--- src/rtl/lsu_pkg.sv ---
// Shared types for the load/store unit: FSM states, access sizes and RV32I funct3 codes.
package lsu_pkg;

  typedef enum logic [1:0] {IDLE, REQ, WAIT, RESP} lsu_state_t;

  typedef enum logic [1:0] {SZ_B, SZ_H, SZ_W} lsu_size_t;

  localparam logic [2:0] F3_B  = 3'b000;
  localparam logic [2:0] F3_H  = 3'b001;
  localparam logic [2:0] F3_W  = 3'b010;
  localparam logic [2:0] F3_BU = 3'b100;
  localparam logic [2:0] F3_HU = 3'b101;

  // The low two funct3 bits encode the access size for both loads and stores.
  function automatic lsu_size_t f3ToSize(input logic [1:0] f3Lo);
    case (f3Lo)
      2'b00:   return SZ_B;
      2'b01:   return SZ_H;
      default: return SZ_W;
    endcase
  endfunction

endpackage

--- src/rtl/lsu_align.sv ---
// Combinational byte-lane steering: store strobes/replication and load extract/extend.
module lsu_align
  import lsu_pkg::*;
(
  input  logic [1:0]  st_off,
  input  lsu_size_t   st_size,
  input  logic [31:0] st_data,
  output logic [3:0]  st_strb,
  output logic [31:0] st_lanes,
  input  logic [1:0]  ld_off,
  input  logic [2:0]  ld_funct3,
  input  logic [31:0] ld_word,
  output logic [31:0] ld_data
);

  logic [31:0] ldShifted;

  always_comb begin
    st_strb  = 4'b1111;
    st_lanes = st_data;
    case (st_size)
      SZ_B: begin
        st_strb  = 4'b0001 << st_off;
        st_lanes = {4{st_data[7:0]}};
      end
      SZ_H: begin
        st_strb  = 4'b0011 << {st_off[1], 1'b0};
        st_lanes = {2{st_data[15:0]}};
      end
      default: begin
        st_strb  = 4'b1111;
        st_lanes = st_data;
      end
    endcase
  end

  // Shift the addressed byte/half down to bit 0, then extend by funct3.
  always_comb begin
    ldShifted = ld_word >> {ld_off, 3'b000};
    case (ld_funct3)
      F3_B:    ld_data = {{24{ldShifted[7]}}, ldShifted[7:0]};
      F3_H:    ld_data = {{16{ldShifted[15]}}, ldShifted[15:0]};
      F3_BU:   ld_data = {24'h0, ldShifted[7:0]};
      F3_HU:   ld_data = {16'h0, ldShifted[15:0]};
      default: ld_data = ldShifted;
    endcase
  end

endmodule

--- src/rtl/lsu.sv ---
// RV32I load/store unit: one outstanding access over a valid/ready memory port.
// Define LSU_MISALIGN_TRAP_EN to fault misaligned accesses instead of force-aligning them.
module lsu
  import lsu_pkg::*;
#(
  parameter int ADDR_W = 32
) (
  input  logic              clk,
  input  logic              rst,
  input  logic              req_valid,
  output logic              req_ready,
  input  logic              req_we,
  input  logic [2:0]        req_funct3,
  input  logic [ADDR_W-1:0] req_addr,
  input  logic [31:0]       req_wdata,
  input  logic [4:0]        req_rd,
  output logic              mem_valid,
  input  logic              mem_ready,
  output logic              mem_we,
  output logic [ADDR_W-1:0] mem_addr,
  output logic [3:0]        mem_wstrb,
  output logic [31:0]       mem_wdata,
  input  logic              mem_rvalid,
  input  logic [31:0]       mem_rdata,
  output logic              resp_valid,
  output logic [4:0]        resp_rd,
  output logic [31:0]       resp_data,
  output logic              resp_err
);

  lsu_state_t        state_q, state_d;
  logic              ready_q, ready_d;
  logic              we_q, we_d;
  logic [2:0]        f3_q, f3_d;
  logic [1:0]        off_q, off_d;
  logic [4:0]        rd_q, rd_d;
  logic              memValid_q, memValid_d;
  logic              memWe_q, memWe_d;
  logic [ADDR_W-1:0] memAddr_q, memAddr_d;
  logic [3:0]        memStrb_q, memStrb_d;
  logic [31:0]       memWdata_q, memWdata_d;
  logic              respValid_q, respValid_d;
  logic [4:0]        respRd_q, respRd_d;
  logic [31:0]       respData_q, respData_d;
  logic              respErr_q, respErr_d;

  lsu_size_t   reqSize;
  logic        legal;
  logic        fault;
  logic [1:0]  alignedOff;
  logic [3:0]  stStrb;
  logic [31:0] stLanes;
  logic [31:0] ldData;

  always_comb begin
    reqSize = f3ToSize(req_funct3[1:0]);
    legal   = (req_funct3 == F3_B) || (req_funct3 == F3_H) || (req_funct3 == F3_W) ||
              (!req_we && ((req_funct3 == F3_BU) || (req_funct3 == F3_HU)));
    case (reqSize)
      SZ_B:    alignedOff = req_addr[1:0];
      SZ_H:    alignedOff = {req_addr[1], 1'b0};
      default: alignedOff = 2'b00;
    endcase
`ifdef LSU_MISALIGN_TRAP_EN
    fault = !legal || ((reqSize == SZ_H) && req_addr[0]) ||
            ((reqSize == SZ_W) && (req_addr[1:0] != 2'b00));
`else
    fault = !legal;
`endif
  end

  lsu_align u_align (
    .st_off    (alignedOff),
    .st_size   (reqSize),
    .st_data   (req_wdata),
    .st_strb   (stStrb),
    .st_lanes  (stLanes),
    .ld_off    (off_q),
    .ld_funct3 (f3_q),
    .ld_word   (mem_rdata),
    .ld_data   (ldData)
  );

  // Every output is a flop, so all output next-values are computed here from inputs and state.
  always_comb begin
    state_d     = state_q;
    ready_d     = 1'b0;
    we_d        = we_q;
    f3_d        = f3_q;
    off_d       = off_q;
    rd_d        = rd_q;
    memValid_d  = memValid_q;
    memWe_d     = memWe_q;
    memAddr_d   = memAddr_q;
    memStrb_d   = memStrb_q;
    memWdata_d  = memWdata_q;
    respValid_d = 1'b0;
    respErr_d   = 1'b0;
    respRd_d    = respRd_q;
    respData_d  = respData_q;
    case (state_q)
      IDLE: begin
        ready_d = 1'b1;
        if (ready_q && req_valid) begin
          ready_d = 1'b0;
          we_d    = req_we;
          f3_d    = req_funct3;
          off_d   = alignedOff;
          rd_d    = req_rd;
          if (fault) begin
            state_d     = RESP;
            respValid_d = 1'b1;
            respErr_d   = 1'b1;
            respData_d  = 32'h0;
            respRd_d    = req_we ? 5'd0 : req_rd;
          end else begin
            state_d    = REQ;
            memValid_d = 1'b1;
            memWe_d    = req_we;
            memAddr_d  = {req_addr[ADDR_W-1:2], 2'b00};
            memStrb_d  = req_we ? stStrb : 4'b0000;
            memWdata_d = req_we ? stLanes : 32'h0;
          end
        end
      end
      REQ: begin
        if (mem_ready) begin
          memValid_d = 1'b0;
          memWe_d    = 1'b0;
          memStrb_d  = 4'b0000;
          if (we_q) begin
            state_d     = RESP;
            respValid_d = 1'b1;
            respData_d  = 32'h0;
            respRd_d    = 5'd0;
          end else begin
            state_d = WAIT;
          end
        end
      end
      WAIT: begin
        if (mem_rvalid) begin
          state_d     = RESP;
          respValid_d = 1'b1;
          respData_d  = ldData;
          respRd_d    = rd_q;
        end
      end
      RESP: begin
        state_d = IDLE;
        ready_d = 1'b1;
      end
      default: state_d = IDLE;
    endcase
  end

  always_ff @(posedge clk or posedge rst) begin
    if (rst) begin
      state_q     <= IDLE;
      ready_q     <= 1'b0;
      we_q        <= 1'b0;
      f3_q        <= 3'b000;
      off_q       <= 2'b00;
      rd_q        <= 5'd0;
      memValid_q  <= 1'b0;
      memWe_q     <= 1'b0;
      memAddr_q   <= '0;
      memStrb_q   <= 4'b0000;
      memWdata_q  <= 32'h0;
      respValid_q <= 1'b0;
      respRd_q    <= 5'd0;
      respData_q  <= 32'h0;
      respErr_q   <= 1'b0;
    end else begin
      state_q     <= state_d;
      ready_q     <= ready_d;
      we_q        <= we_d;
      f3_q        <= f3_d;
      off_q       <= off_d;
      rd_q        <= rd_d;
      memValid_q  <= memValid_d;
      memWe_q     <= memWe_d;
      memAddr_q   <= memAddr_d;
      memStrb_q   <= memStrb_d;
      memWdata_q  <= memWdata_d;
      respValid_q <= respValid_d;
      respRd_q    <= respRd_d;
      respData_q  <= respData_d;
      respErr_q   <= respErr_d;
    end
  end

  assign req_ready  = ready_q;
  assign mem_valid  = memValid_q;
  assign mem_we     = memWe_q;
  assign mem_addr   = memAddr_q;
  assign mem_wstrb  = memStrb_q;
  assign mem_wdata  = memWdata_q;
  assign resp_valid = respValid_q;
  assign resp_rd    = respRd_q;
  assign resp_data  = respData_q;
  assign resp_err   = respErr_q;

endmodule

--- config.mk ---
export PLATFORM = sky130hd
export DESIGN_NAME = lsu
export DESIGN_NICKNAME = d
export VERILOG_FILES = /design/src/rtl/lsu_pkg.sv /design/src/rtl/lsu_align.sv /design/src/rtl/lsu.sv
export SDC_FILE = /design/constraint.sdc
export NUM_CORES = 1
export LEC_CHECK = 0
export CORE_MARGIN = 2
export CORE_UTILIZATION = 40
export DETAILED_ROUTE_END_ITERATION = 10
export PLACE_DENSITY = 0.73
export SLEW_MARGIN = 20
export SYNTH_ARGS = -nofsm -noshare
export SYNTH_HDL_FRONTEND = slang
export SYNTH_SLANG_ARGS = --single-unit
--- constraint.sdc ---
create_clock -name clk -period 4.4 [get_ports clk]
set_input_delay 0.88 -clock clk [delete_from_list [all_inputs] [get_ports clk]]
set_output_delay 0.88 -clock clk [all_outputs]
set_load 0.1 [all_outputs]
==> metrics.txt, run 1 <==
# TYPE chip_impl_metric gauge
chip_impl_info{name="outcome",value="finished clean"} 1
chip_impl_metric{name="initial_utilization",unit="%"} 41.12
chip_impl_metric{name="synth_top_cell_area_share",unit="%"} 50.47
chip_impl_metric{name="achievable-frequency",unit="MHz"} 347.6
chip_impl_info{name="critPathLaunch",value="req_ready"} 1
chip_impl_metric{name="multiInputGateArea",unit="mm2"} 0.002754
chip_impl_metric{name="synth-edff-count",unit=""} 0
chip_impl_metric{name="fin_tns_setup",unit="ns"} 0
chip_impl_metric{name="worstPathRequired",unit="ns"} 3.52
chip_impl_metric{name="worstSetupPathDepth",unit=""} 1
chip_impl_metric{name="synthToLayoutAreaGrowth",unit="%"} 48.95
chip_impl_metric{name="tritoncts.num_buffers",unit=""} 17
chip_impl_metric{name="drive_gt1_share",unit="%"} 14.98
chip_impl_metric{name="viasPerCell",unit=""} 5.470
chip_impl_metric{name="antenna_cells_inserted",unit=""} 0
chip_impl_metric{name="max-slew-margin-rel",unit="%"} 29.22
chip_impl_metric{name="via_count",unit=""} 5060
chip_impl_info{name="cts_tree",value="built"} 1
chip_impl_info{name="worst_path_max_delay_cell",value="clkdlybuf4s50_1"} 1
chip_impl_metric{name="buffer_ports.inserted",unit=""} 217
chip_impl_info{name="critical_path.endpoint",value="req_ready"} 1
chip_impl_metric{name="floorplan.die.width",unit="um"} 126.5
chip_impl_metric{name="final_net_count",unit=""} 843
chip_impl_metric{name="cts_setup_buffers",unit=""} 0
chip_impl_info{name="hold_path.class",value="flip-flop to flip-flop"} 1
chip_impl_metric{name="ys_types",unit=""} 52
chip_impl_metric{name="grt_start_max_net_pins",unit=""} 87
chip_impl_metric{name="mappedNetlistArea",unit="mm2"} 0.006000
chip_impl_info{name="worst-setup-path-type",value="flip-flop to output port"} 1
chip_impl_metric{name="worst_clock_skew",unit="ns"} 0.008576
chip_impl_metric{name="ys.warnings.count",unit=""} 0
chip_impl_metric{name="vias_in_the_first_global_route",unit=""} 5353
chip_impl_info{name="cts-root-buf",value="clkbuf_16"} 1
chip_impl_metric{name="die_extent_in_y",unit="um"} 126.5
chip_impl_metric{name="worst-slew-pin-transition",unit="ns"} 1.058
chip_impl_info{name="synth_top_cell_by_area",value="dfrtp_1"} 1
chip_impl_metric{name="r2r_setup_slack",unit="ns"} 1.55
chip_impl_metric{name="cts_resized",unit=""} 0
chip_impl_metric{name="overall_routed_net_length",unit="um"} 18120
chip_impl_metric{name="wl_per_cell",unit="um"} 19.59
chip_impl_metric{name="dp_hpwl",unit="um"} 13080
chip_impl_metric{name="synthCells",unit=""} 525
chip_impl_metric{name="final.period_utilization",unit="%"} 65.38
chip_impl_metric{name="timing.final.setup_violations",unit=""} 0
chip_impl_metric{name="maxCapViolCount",unit=""} 0
chip_impl_metric{name="floorplan.io_pins",unit=""} 220
chip_impl_metric{name="cts_max_path_buffers",unit=""} 2
chip_impl_info{name="crit_path_end_kind",value="output port"} 1
chip_impl_metric{name="postCtsHoldBufs",unit=""} 0
chip_impl_info{name="synth_top_cells_by_area",value="dfrtp_1, mux2_2, mux2i_1, o21ai_0, nand2_1"} 1
chip_impl_metric{name="min_period",unit="ns"} 2.877
chip_impl_metric{name="floorplan.die_area",unit="mm2"} 0.01599
chip_impl_metric{name="critPathMaxStageDelay",unit="ns"} 1.17
chip_impl_metric{name="postSynth.asyncResetShare",unit="%"} 100.0
chip_impl_info{name="worst_r2r_endpoint",value="resp_rd[2]"} 1
chip_impl_metric{name="slew_viol_final",unit=""} 0
chip_impl_info{name="crit_path_cell_trace",value="clkdlybuf4s50_1"} 1
chip_impl_metric{name="drc",unit=""} 0
chip_impl_metric{name="reg2regPathDepth",unit=""} 6
chip_impl_info{name="crit_family",value="buffers and inverters"} 1
chip_impl_metric{name="antenna_violating_nets_post_route",unit=""} 0
chip_impl_metric{name="coreArea",unit="mm2"} 0.01459
chip_impl_metric{name="path_clk_slew",unit="ns"} 0.05
chip_impl_metric{name="worst_skew_pair.late_latency",unit="ns"} 0.42
chip_impl_metric{name="initialDrtViolationCount",unit=""} 339
chip_impl_metric{name="critPathBufInv",unit=""} 1
chip_impl_info{name="reg2reg_start",value="state_q[0]"} 1
chip_impl_metric{name="postSynthRegisterBits",unit=""} 121
chip_impl_info{name="worstSetupStartpointType",value="flip-flop"} 1
chip_impl_metric{name="final-seq-area",unit="mm2"} 0.003028
chip_impl_info{name="rsz0062_at_grt",value="no"} 1
chip_impl_metric{name="grt.overflow.total",unit=""} 0
chip_impl_metric{name="yosysSeqAreaShare",unit="%"} 50.47
chip_impl_info{name="maxUsedRoutingLayer",value="met4"} 1
chip_impl_metric{name="synthesis.area_per_instance",unit="um2"} 11.43
chip_impl_metric{name="antenna_found_initial",unit=""} 0
chip_impl_metric{name="first_pass_iters",unit=""} 4
chip_impl_metric{name="critPathArrivalTime",unit="ns"} 2.00
chip_impl_metric{name="cts_sinks",unit=""} 121
chip_impl_metric{name="wl_met3",unit="um"} 1750
chip_impl_metric{name="clock_tree.htree_level_count",unit=""} 4
chip_impl_metric{name="routabilityCongestion",unit=""} 0.8472
chip_impl_metric{name="grt_util_all_layers",unit="%"} 22.81
chip_impl_metric{name="hold_violations",unit=""} 0
chip_impl_metric{name="num-fill-cells",unit=""} 1178
chip_impl_info{name="postSynth.topFlopCell",value="dfrtp_1"} 1
chip_impl_metric{name="detail_route.wirelength.met1",unit="um"} 7377
chip_impl_metric{name="met2WireLength",unit="um"} 8612
chip_impl_metric{name="rows",unit=""} 44
chip_impl_metric{name="grt_first_pass_wirelength",unit="um"} 28590
chip_impl_metric{name="critical_path_peak_fanout",unit=""} 4
-- cell usage after synthesis (all sizes together) (8+ instances only) --
cell and number:
clkbuf 16, o2bb2ai 23, mux2i 46, o21ai 54, a21oi 12, o41ai 8, buf 26, o31ai 16
nand2 57, a21boi 9, mux2 55, dfrtp 121, nor2 10, nand4 9, a22o 8
-- how the worst min path moves through the flow --
stage	from	endpoint	slack (ns)	cells past startpoint
2_1_floorplan	rd_q[0]	rd_q[0]	0.48	1
5_1_grt	mem_wdata[23]	mem_wdata[23]	0.51	2
3_5_place_dp	mem_wdata[23]	mem_wdata[23]	0.47	2
4_1_cts	mem_wdata[23]	mem_wdata[23]	0.48	2
6_report	mem_wdata[23]	mem_wdata[23]	0.48	2
3_3_place_gp	mem_wdata[23]	mem_wdata[23]	0.46	2
-- layer usage --
metal	vias to the layer above	global-route usage, %
met4	0	8.662
met1	2463	27.07
met5	-	0
li1	2341	-
met3	27	8.899
met2	229	37.50
-- registers in the layout (all words and copies together), names as in the netlist, 2 cells and up --
signal	cells
rd_q	5
mem_wstrb	4
resp_rd	5
mem_wdata	32
f3_q	3
resp_data	32
mem_addr	30
state_q	2
off_q	2
-- stage by stage --
step                hold slack, ns  area, um2  setup WS, ns  instances  utilization [%]
floorplan                   0.4798       6003        0.3058        526                -
global placement            0.4622       8298         1.339        893            56.88
detailed placement          0.4661       8298         1.183        893            56.88
CTS                         0.4785       8936         1.506        925            61.25
global route                0.5053       8936         1.397        925            61.25
finish                      0.4750       8936         1.523        925            61.25
-- placed cells by master, fill, tap and decap left out, drive strengths merged, types with 12 or more instances in the layout --
cell type      count
dfrtp            121
clkbuf            20
o2bb2ai           23
mux2              55
clkdlybuf4s50    217
o21ai             54
o31ai             16
mux2i             46
a21oi             12
nand2             57
-- cells by family (layout without fill, tap and decap cells) --
group	Yosys count	count (layout)	synth area share [%]
buf+inv	49	264	3.879
flops	121	121	50.47
mux	102	102	18.37
fa+ha+maj	5	5	1.043
simple gates	92	92	7.091
compound gates	155	155	19.08
other cells	1	2	0.06251
-- area by class of cell --
type | count | share of cell area [%]
clock buffers | 20 | 5.223
clock inverters | 12 | 1.918
inverters | 7 | 0.3220
multi-input cells | 356 | 30.82
flip-flops and latches | 121 | 33.88
well taps | 184 | 2.576
repair buffers | 225 | 25.26
Power of run 1 is left out: the tool's default activity adds up to more than one toggle a clock period on the data nets, which glitch-free logic cannot reach.
==> run 2, diff against run 1 <==
Settings changed: PLACE_DENSITY 0.73 to 0.76.
Clock period 4.4 ns to 2.3 ns, I/O delays scaled along.
==> metrics.txt, run 2 (same netlist as run 1, synthesis figures left out) <==
# TYPE chip_impl_metric gauge
chip_impl_metric{name="worst_skew_pair.late_latency",unit="ns"} 0.41
chip_impl_metric{name="max-slew-margin-rel",unit="%"} 57.63
chip_impl_metric{name="clock_tree.htree_level_count",unit=""} 4
chip_impl_metric{name="hold_violations",unit=""} 0
chip_impl_metric{name="routabilityCongestion",unit=""} 0.8510
chip_impl_info{name="layout.cells.most_common",value="buf_4"} 1
chip_impl_metric{name="antenna_found_initial",unit=""} 1
chip_impl_metric{name="overall_routed_net_length",unit="um"} 18090
chip_impl_metric{name="fin_hold_ws",unit="ns"} 0.4798
chip_impl_info{name="rsz0062_at_grt",value="no"} 1
chip_impl_metric{name="num-fill-cells",unit=""} 1196
chip_impl_metric{name="r2r_setup_slack",unit="ns"} 0.11
chip_impl_metric{name="initial_utilization",unit="%"} 41.12
chip_impl_metric{name="viasPerCell",unit=""} 5.448
chip_impl_info{name="hold_path.class",value="flip-flop to flip-flop"} 1
chip_impl_info{name="crit_path_cell_trace",value="inv_1 -> ha_1 -> o21ai_1 -> o22a_1 -> o21ai_0 -> o41ai_1"} 1
chip_impl_metric{name="wl_per_cell",unit="um"} 19.05
chip_impl_metric{name="postCtsHoldBufs",unit=""} 0
chip_impl_metric{name="drc",unit=""} 0
chip_impl_info{name="worstSetupStartpointType",value="flip-flop"} 1
chip_impl_metric{name="critPathArrivalTime",unit="ns"} 2.46
chip_impl_metric{name="maxCapViolCount",unit=""} 0
chip_impl_metric{name="global_route.usage.met2",unit="%"} 38.44
chip_impl_metric{name="slew_viol_final",unit=""} 0
chip_impl_metric{name="cts_max_path_buffers",unit=""} 2
chip_impl_metric{name="path_clk_slew",unit="ns"} 0.05
chip_impl_metric{name="grt_first_pass_wirelength",unit="um"} 28500
chip_impl_metric{name="cts_sinks",unit=""} 121
chip_impl_info{name="globalRoute.busiestLayer",value="met2"} 1
chip_impl_metric{name="final_net_count",unit=""} 867
chip_impl_metric{name="buffer_ports.inserted",unit=""} 217
chip_impl_metric{name="floorplan.die.width",unit="um"} 126.5
chip_impl_info{name="worst-setup-path-type",value="flip-flop to flip-flop"} 1
chip_impl_info{name="cts-root-buf",value="clkbuf_16"} 1
chip_impl_metric{name="antenna_violating_nets_post_route",unit=""} 0
chip_impl_metric{name="vias_in_the_first_global_route",unit=""} 5426
chip_impl_metric{name="grt_start_max_net_pins",unit=""} 66
chip_impl_metric{name="initialDrtViolationCount",unit=""} 414
chip_impl_info{name="layout.cells.most_common_list",value="buf_4, dfrtp_1, clkdlybuf4s50_1"} 1
chip_impl_metric{name="worst_clock_skew",unit="ns"} 0.004545
chip_impl_metric{name="met1_use_gr",unit="%"} 27.05
chip_impl_metric{name="dp_hpwl",unit="um"} 13460
chip_impl_metric{name="timing.final.setup_violations",unit=""} 0
chip_impl_metric{name="fin_tns_setup",unit="ns"} 0
chip_impl_info{name="worst_path_max_delay_cell",value="o22a_1"} 1
chip_impl_metric{name="globalRouteMet3Util",unit="%"} 7.634
chip_impl_info{name="cts_tree",value="built"} 1
chip_impl_metric{name="first_pass_iters",unit=""} 5
chip_impl_metric{name="grt_util_all_layers",unit="%"} 22.82
chip_impl_metric{name="cts_resized",unit=""} 0
chip_impl_metric{name="via_count",unit=""} 5176
chip_impl_metric{name="floorplan.io_pins",unit=""} 220
chip_impl_metric{name="rows",unit=""} 44
chip_impl_metric{name="synthToLayoutAreaGrowth",unit="%"} 47.55
chip_impl_metric{name="achievable-frequency",unit="MHz"} 457.0
chip_impl_metric{name="floorplan.die_area",unit="mm2"} 0.01599
chip_impl_info{name="outcome",value="finished clean"} 1
chip_impl_metric{name="worstPathRequired",unit="ns"} 2.57
chip_impl_metric{name="worst-slew-pin-transition",unit="ns"} 0.6343
chip_impl_info{name="crit_path_end_kind",value="flip-flop"} 1
chip_impl_metric{name="tritoncts.num_buffers",unit=""} 17
chip_impl_metric{name="min_period",unit="ns"} 2.188
chip_impl_metric{name="coreArea",unit="mm2"} 0.01459
chip_impl_metric{name="grt.overflow.total",unit=""} 0
chip_impl_metric{name="die_extent_in_y",unit="um"} 126.5
chip_impl_metric{name="critPathMaxStageDelay",unit="ns"} 0.42
chip_impl_metric{name="drive_gt1_share",unit="%"} 31.63
chip_impl_metric{name="critical_path_peak_fanout",unit=""} 16
chip_impl_metric{name="final.period_utilization",unit="%"} 95.15
chip_impl_metric{name="cts_setup_buffers",unit=""} 0
run 2: per-stage QoR:
stage	std cells	instance area (um2)	setup WS [ns]	utilization [%]
global route	950	8852	0.04751	60.68
detailed placement	917	8234	0.06084	56.44
floorplan	526	6007	0.07517	-
global placement	917	8234	0.1375	56.44
CTS	949	8850	0.1521	60.66
finish	950	8852	0.1117	60.68
run 2: final cells by class:
class	instances	area (um2)	share of cell area, %
Antenna cell	1	2.502	0.02827
Clock buffer	21	470.5	5.314
Clock inverter	11	145.1	1.640
Inverter	7	30.03	0.3392
Multi-Input combinational cell	356	2754	31.11
Sequential cell	121	3028	34.20
Tap cell	184	230.2	2.601
Timing Repair Buffer	249	2192	24.76
run 2: worst paths after layout:
path / to / startpoint / depth (start not counted)
worst max-delay path: resp_data[27] / state_q[0] / 6
worst min-delay path: mem_wdata[16] / mem_wdata[16] / 2
worst max register to register: resp_data[27] / state_q[0] / 6
worst min register to register: mem_wdata[16] / mem_wdata[16] / 2
max in group asynchronous: mem_addr[17] / rst / 3
min in group asynchronous: resp_data[11] / rst / 3
run 2: critical path: cells and delay by family, from the launching register on:
family,cells,cell delay [ns]
AO/OA/AOI/OAI,4,1.13
buffers and inverters,1,0.16
flip-flops,1,0.40
adder cells (fa/ha/maj),1,0.37
run 2: layer usage:
layer	vias up	share of wire (%)
li1	2388	-
met1	2511	40
met2	248	49
met3	29	9.0
met4	0	2.1
met5	-	0
Power of run 2 is left out for the same reason.
==> RTL change 1, RTL diff (config.mk and constraints of run 2) <==
Remove the register `respErr_q`: a continuous assignment takes its place, so the output `resp_err` follows one clock earlier.
--- a/src/rtl/lsu.sv
+++ b/src/rtl/lsu.sv
@@ -171,5 +171,4 @@
       respRd_q    <= 5'd0;
       respData_q  <= 32'h0;
-      respErr_q   <= 1'b0;
     end else begin
       state_q     <= state_d;
@@ -187,7 +186,8 @@
       respRd_q    <= respRd_d;
       respData_q  <= respData_d;
-      respErr_q   <= respErr_d;
     end
   end
+
+  assign respErr_q = respErr_d;
 
   assign req_ready  = ready_q;
Check against the original RTL: not equivalent (a bounded check fails within 4 cycles, from zero or initial values and one cycle with rst high).
==> RTL change 1 against run 2 <==
  * Area after synthesis down 0.42%
  * Design area did not move
  * Core utilization did not move
  * Worst setup slack worse by 20 ps
  * Routed wire length is 2.7% lower
  * Sequential cell count decreased by 1
  * Hold slack about the same
  * Cell count rose by 0.11%
  * Largest cell class unchanged
Power is not shown: default switching activity piles up to over one toggle a cycle in this logic, so the estimate is an artifact.
==> RTL change 1: results (changes against run 2) <==
[metrics] run status: finished, final reports clean (unchanged)
[metrics] pin count of the biggest net entering global routing: 121 (was 66)
[metrics] proportion of netlist area held by the largest area contributor: 0.5026 (was 0.5047)
[metrics] cell types with the highest counts after synthesis: dfrtp_1, nand2_1, mux2_2 (unchanged)
[metrics] average via count per standard cell: 5.447 (was 5.448)
[metrics] via count of the first global-routing pass: 5,405 (was 5,426)
[metrics] sequential fraction of the synthesis area: 0.5026 (was 0.5047)
[metrics] number of fill cells: 1,180 (was 1,196)
[metrics] wire length of the first global-routing pass: 28,320 um (was 28,500 um)
[metrics] biggest area contributors in the synthesized netlist: dfrtp_1, mux2_2, mux2i_1 (unchanged)
[metrics] Worst-path clk slew: 50 ps (about the same)
[metrics] RePlAce Congestion: 0.8653 (was 0.8510)
[metrics] Max Fanout on Critical Path: 6 (was 16)
[metrics] number of nets in the final layout: 869 (was 867)
[metrics] Fmax: 452.8 MHz (was 457.0 MHz)
[metrics] post-synthesis mux area share: 0.1845 (was 0.1837)
[metrics] overall routing resource usage: 0.2261 (was 0.2282)
[metrics] Antenna Diode Count: 0 (was 1)
[metrics] critical path arrival: 1750 ps (was 2460 ps)
[metrics] worst setup path endpoint: resp_err (was resp_data[27]$_DFFE_PP0P_)
[metrics] worst slew margin relative to its limit: 0.5635 (was 0.5763)
[metrics] compound-cell area share of the yosys netlist: 0.1916 (was 0.1908)
[metrics] wire length per cell after detailed routing: 18.52 um (was 19.05 um)
[metrics] Worst Clk Skew: 6.030 ps (was 4.545 ps)
[metrics] flop-to-flop setup slack: 270 ps (was 110 ps)
[metrics] layout cell share with drive strength beyond 1: 0.3233 (was 0.3163)
[metrics] Detail Placement HPWL: 12,930 um (was 13,460 um)
[metrics] Post-Synth Adder-Cell Area: 0.01047 (was 0.01043)
[metrics] number of buffers between clock root and the deepest sink: 2 (unchanged)
[metrics] number of buffer cells added on primary ports: 217 (unchanged)
[metrics] drt initial violations: 347 (was 414)
[metrics] launching instance or port of the critical path: state_q[1]$_DFFE_PP0P_ (was state_q[0]$_DFFE_PP0P_)
[metrics] pre-CTS worst setup slack: -13.64 ps (was 60.84 ps)
[metrics] worst reg2reg endpoint: resp_data[13]$_DFFE_PP0P_ (was resp_data[27]$_DFFE_PP0P_)
## RTL change 1: layout make-up
type                    count  area [um2]  share of cell area
repair buffers            252        2201              0.2486
clock buffers              24       491.7             0.05555
multi-input cells         356        2778              0.3138
flip-flops and latches    120        3004              0.3394
well taps                 184       230.2             0.02601
inverters                   7       30.03            0.003392
clock inverters             8       117.6             0.01329
## RTL change 1: worst min path at each step
stage / start / endpoint / slack, ps / cells past startpoint
after floorplan: rd_q[0]$_DFFE_PP0P_ / rd_q[0]$_DFFE_PP0P_ / 480 / 1
final: mem_wdata[27]$_DFFE_PP0P_ / mem_wdata[27]$_DFFE_PP0P_ / 480 / 2
after global routing: resp_data[14]$_DFFE_PP0P_ / resp_data[14]$_DFFE_PP0P_ / 510 / 1
after detailed placement: mem_wdata[18]$_DFFE_PP0P_ / mem_wdata[18]$_DFFE_PP0P_ / 470 / 2
after CTS: mem_wdata[27]$_DFFE_PP0P_ / mem_wdata[27]$_DFFE_PP0P_ / 490 / 2
after global placement: mem_wdata[11]$_DFFE_PP0P_ / mem_wdata[11]$_DFFE_PP0P_ / 460 / 2
## RTL change 1: cells by family after synthesis
logic type,after synthesis
AO/OA/AOI/OAI,155
flip-flops,120
multiplexers,102
AND/OR/NAND/NOR,92
buffers and inverters,49
adder cells (fa/ha/maj),5
other,1
## RTL change 1: timing repair
action / in CTS / in global routing
resized for setup: 4 / 1
pin swaps: 1 / 1
setup buffers: 1 / 2
cloned: 0 / 0
endpoints found under the setup margin: 1 / 1
## RTL change 1: worst max-delay path, stage by stage, from the launching register on
cell and delay (ps):
dfrtp_1 430, inv_2 120, ha_4 180, nand3_2 130, nor3_4 270, buf_12 210
## RTL change 1: layer usage
layer / up-vias / track usage / part of all wire
li1: 2402 / - / -
met1: 2493 / 0.2773 / 0.41
met2: 261 / 0.3650 / 0.48
met3: 24 / 0.08284 / 0.099
met4: 0 / 0.08662 / 0.018
met5: - / 0 / 0
## RTL change 1: stage by stage
stage / std cells / TNS (ps) / util
finish: 951 / 0 / 0.6068
detailed placement: 916 / -82.71 / 0.5627
floorplan: 525 / -52.05 / -
global route: 951 / -0.3058 / 0.6068
CTS: 949 / 0 / 0.6057
global placement: 916 / -76.43 / 0.5627
==> RTL change 2, RTL diff (settings of run 2) <==
Made on the original files. Change the parameter `ADDR_W` from 32 to 16.
--- a/src/rtl/lsu.sv
+++ b/src/rtl/lsu.sv
@@ -4,5 +4,5 @@
   import lsu_pkg::*;
 #(
-  parameter int ADDR_W = 32
+  parameter int ADDR_W = 16
 ) (
   input  logic              clk,
Ports: changed (resized mem_addr and req_addr); port bits go from 220 to 188. The function was not compared with the original's and may differ.
==> RTL change 2 against run 2 <==
  * Routed wire length fell by 15%
  * Highest routed layer unchanged
  * Design area down 13%
  * Area after synthesis fell by 10%
  * Non-clock buffer count down 33
  * Cell count decreased by 9.1%
  * Sequential cell count down 16
  * Worst setup slack gained 39 ps
Power is not shown: default switching activity piles up to over one toggle a cycle in this logic, so the estimate is an artifact.
==> RTL change 2: results (changes against run 2) <==
[metrics] run status: finished, final reports clean (unchanged)
[metrics] share of the core filled with cells in the final layout: 0.5839 (was 0.6068)
[metrics] number of placed instances with taps included: 848 (was 917)
[metrics] total CTS buffers: 9 (was 17)
[metrics] critical path arrival: 2410 ps (was 2460 ps)
[metrics] Max Fanout on Critical Path: 17 (was 16)
[metrics] maximum level of the CTS H-tree: 3 (was 4)
[metrics] insertion delay to the later sink of the worst-skew pair: 350 ps (was 410 ps)
[metrics] worst hold endpoint: mem_wdata[22]$_DFFE_PP0P_ (was mem_wdata[16]$_DFFE_PP0P_)
[metrics] Antenna Diode Count: 0 (was 1)
[metrics] Worst-path clk slew: 70 ps (was 50 ps)
[metrics] Worst Clk Skew: 7.052 ps (was 4.545 ps)
[metrics] Layout clock buffers: 11 (was 21)
[metrics] drt initial violations: 343 (was 414)
[metrics] delay of the slowest cell on the worst path: 480 ps (was 420 ps)
[metrics] launching instance or port of the critical path: state_q[1]$_DFFE_PP0P_ (was state_q[0]$_DFFE_PP0P_)
[metrics] met3 Resource Use GR: 0.04245 (was 0.07634)
[metrics] average via count per standard cell: 5.432 (was 5.448)
[metrics] Via Count: 4,693 (was 5,176)
[metrics] non-clock buffer share of cell area: 0.2478 (was 0.2476)
[metrics] share of the cycle needed by the critical path after routing: 0.9344 (was 0.9515)
[metrics] Detail Placement HPWL: 11,290 um (was 13,460 um)
[metrics] proportion of cell area occupied by multi-input gates: 0.3274 (was 0.3111)
[metrics] Met1 Wirelength: 6534 um (was 7148 um)
[metrics] post-detailed-placement cell area: 7356 um2 (was 8234 um2)
[metrics] number of buffers outside the clock class in the layout: 216 (was 249)
[metrics] synthesis-stage register bit count: 105 (was 121)
[metrics] instance count of the mapped netlist: 495 (was 525)
[metrics] number of buffer cells added on primary ports: 185 (was 217)
[metrics] biggest area contributors in the synthesized netlist: dfrtp_1, mux2i_1, mux2_2 (was dfrtp_1, mux2_2, mux2i_1)
[metrics] layout cell share with drive strength beyond 1: 0.2791 (was 0.3163)
[metrics] via count of the first global-routing pass: 4,887 (was 5,426)
[metrics] Multi-input comb cells: 329 (was 356)
[metrics] worst-margin pin slew: 558.8 ps (was 634.3 ps)
[metrics] fraction of standard cell area that is sequential: 0.3413 (was 0.3420)
[metrics] WL met2: 7331 um (was 8938 um)
[metrics] final wirelength: 15,360 um (was 18,090 um)
[metrics] layout inverter count without the clock tree: 22 (was 7)
[metrics] critical hold path startpoint: mem_wdata[22]$_DFFE_PP0P_ (was mem_wdata[16]$_DFFE_PP0P_)
[metrics] pin count of the biggest net entering global routing: 47 (was 66)
[metrics] met3 WL: 1204 um (was 1633 um)
[metrics] worst setup path endpoint: resp_data[26]$_DFFE_PP0P_ (was resp_data[27]$_DFFE_PP0P_)
[metrics] initial antenna violation count: 0 (was 1)
[metrics] Unique masters post-synth: 46 (was 52)
[metrics] worst hold margin: 483.2 ps (was 479.8 ps)
[metrics] RePlAce Congestion: 0.8545 (was 0.8510)
## RTL change 2: cell count changes after synthesis, sizes merged, moves of 5 or more
cell and change:
a21boi -8, buf -7, clkbuf +5, dfrtp -16, inv +15, mux2 -16, mux2i +5, nand4 +8
o21ai -16, o2bb2ai +8, o41ai -8
## RTL change 2: cell families after synthesis
| kind of cell | after synthesis | synth area share |
|---|---|---|
| AOI/OAI and AO/OA | 131 | 0.1812 |
| adders and majority gates | 5 | 0.01159 |
| buffers and inverters | 62 | 0.05006 |
| DFF | 105 | 0.4867 |
| muxes | 91 | 0.1801 |
| other | 1 | 0.0006946 |
| and+or+nand+nor | 100 | 0.08969 |
## RTL change 2: worst register-to-register path: cells and delay by family (launching register included)
kind	cells	cell delay (ps)
AO/OA/AOI/OAI	3	870
AND/OR/NAND/NOR	1	160
flip-flops	1	420
adder cells (fa/ha/maj)	1	260
buffers and inverters	2	360
## RTL change 2: timing repair
item / in CTS / in global routing
hold buffers: 0 / 0
resized for setup: 0 / 2
endpoints found under the setup margin: 0 / 2
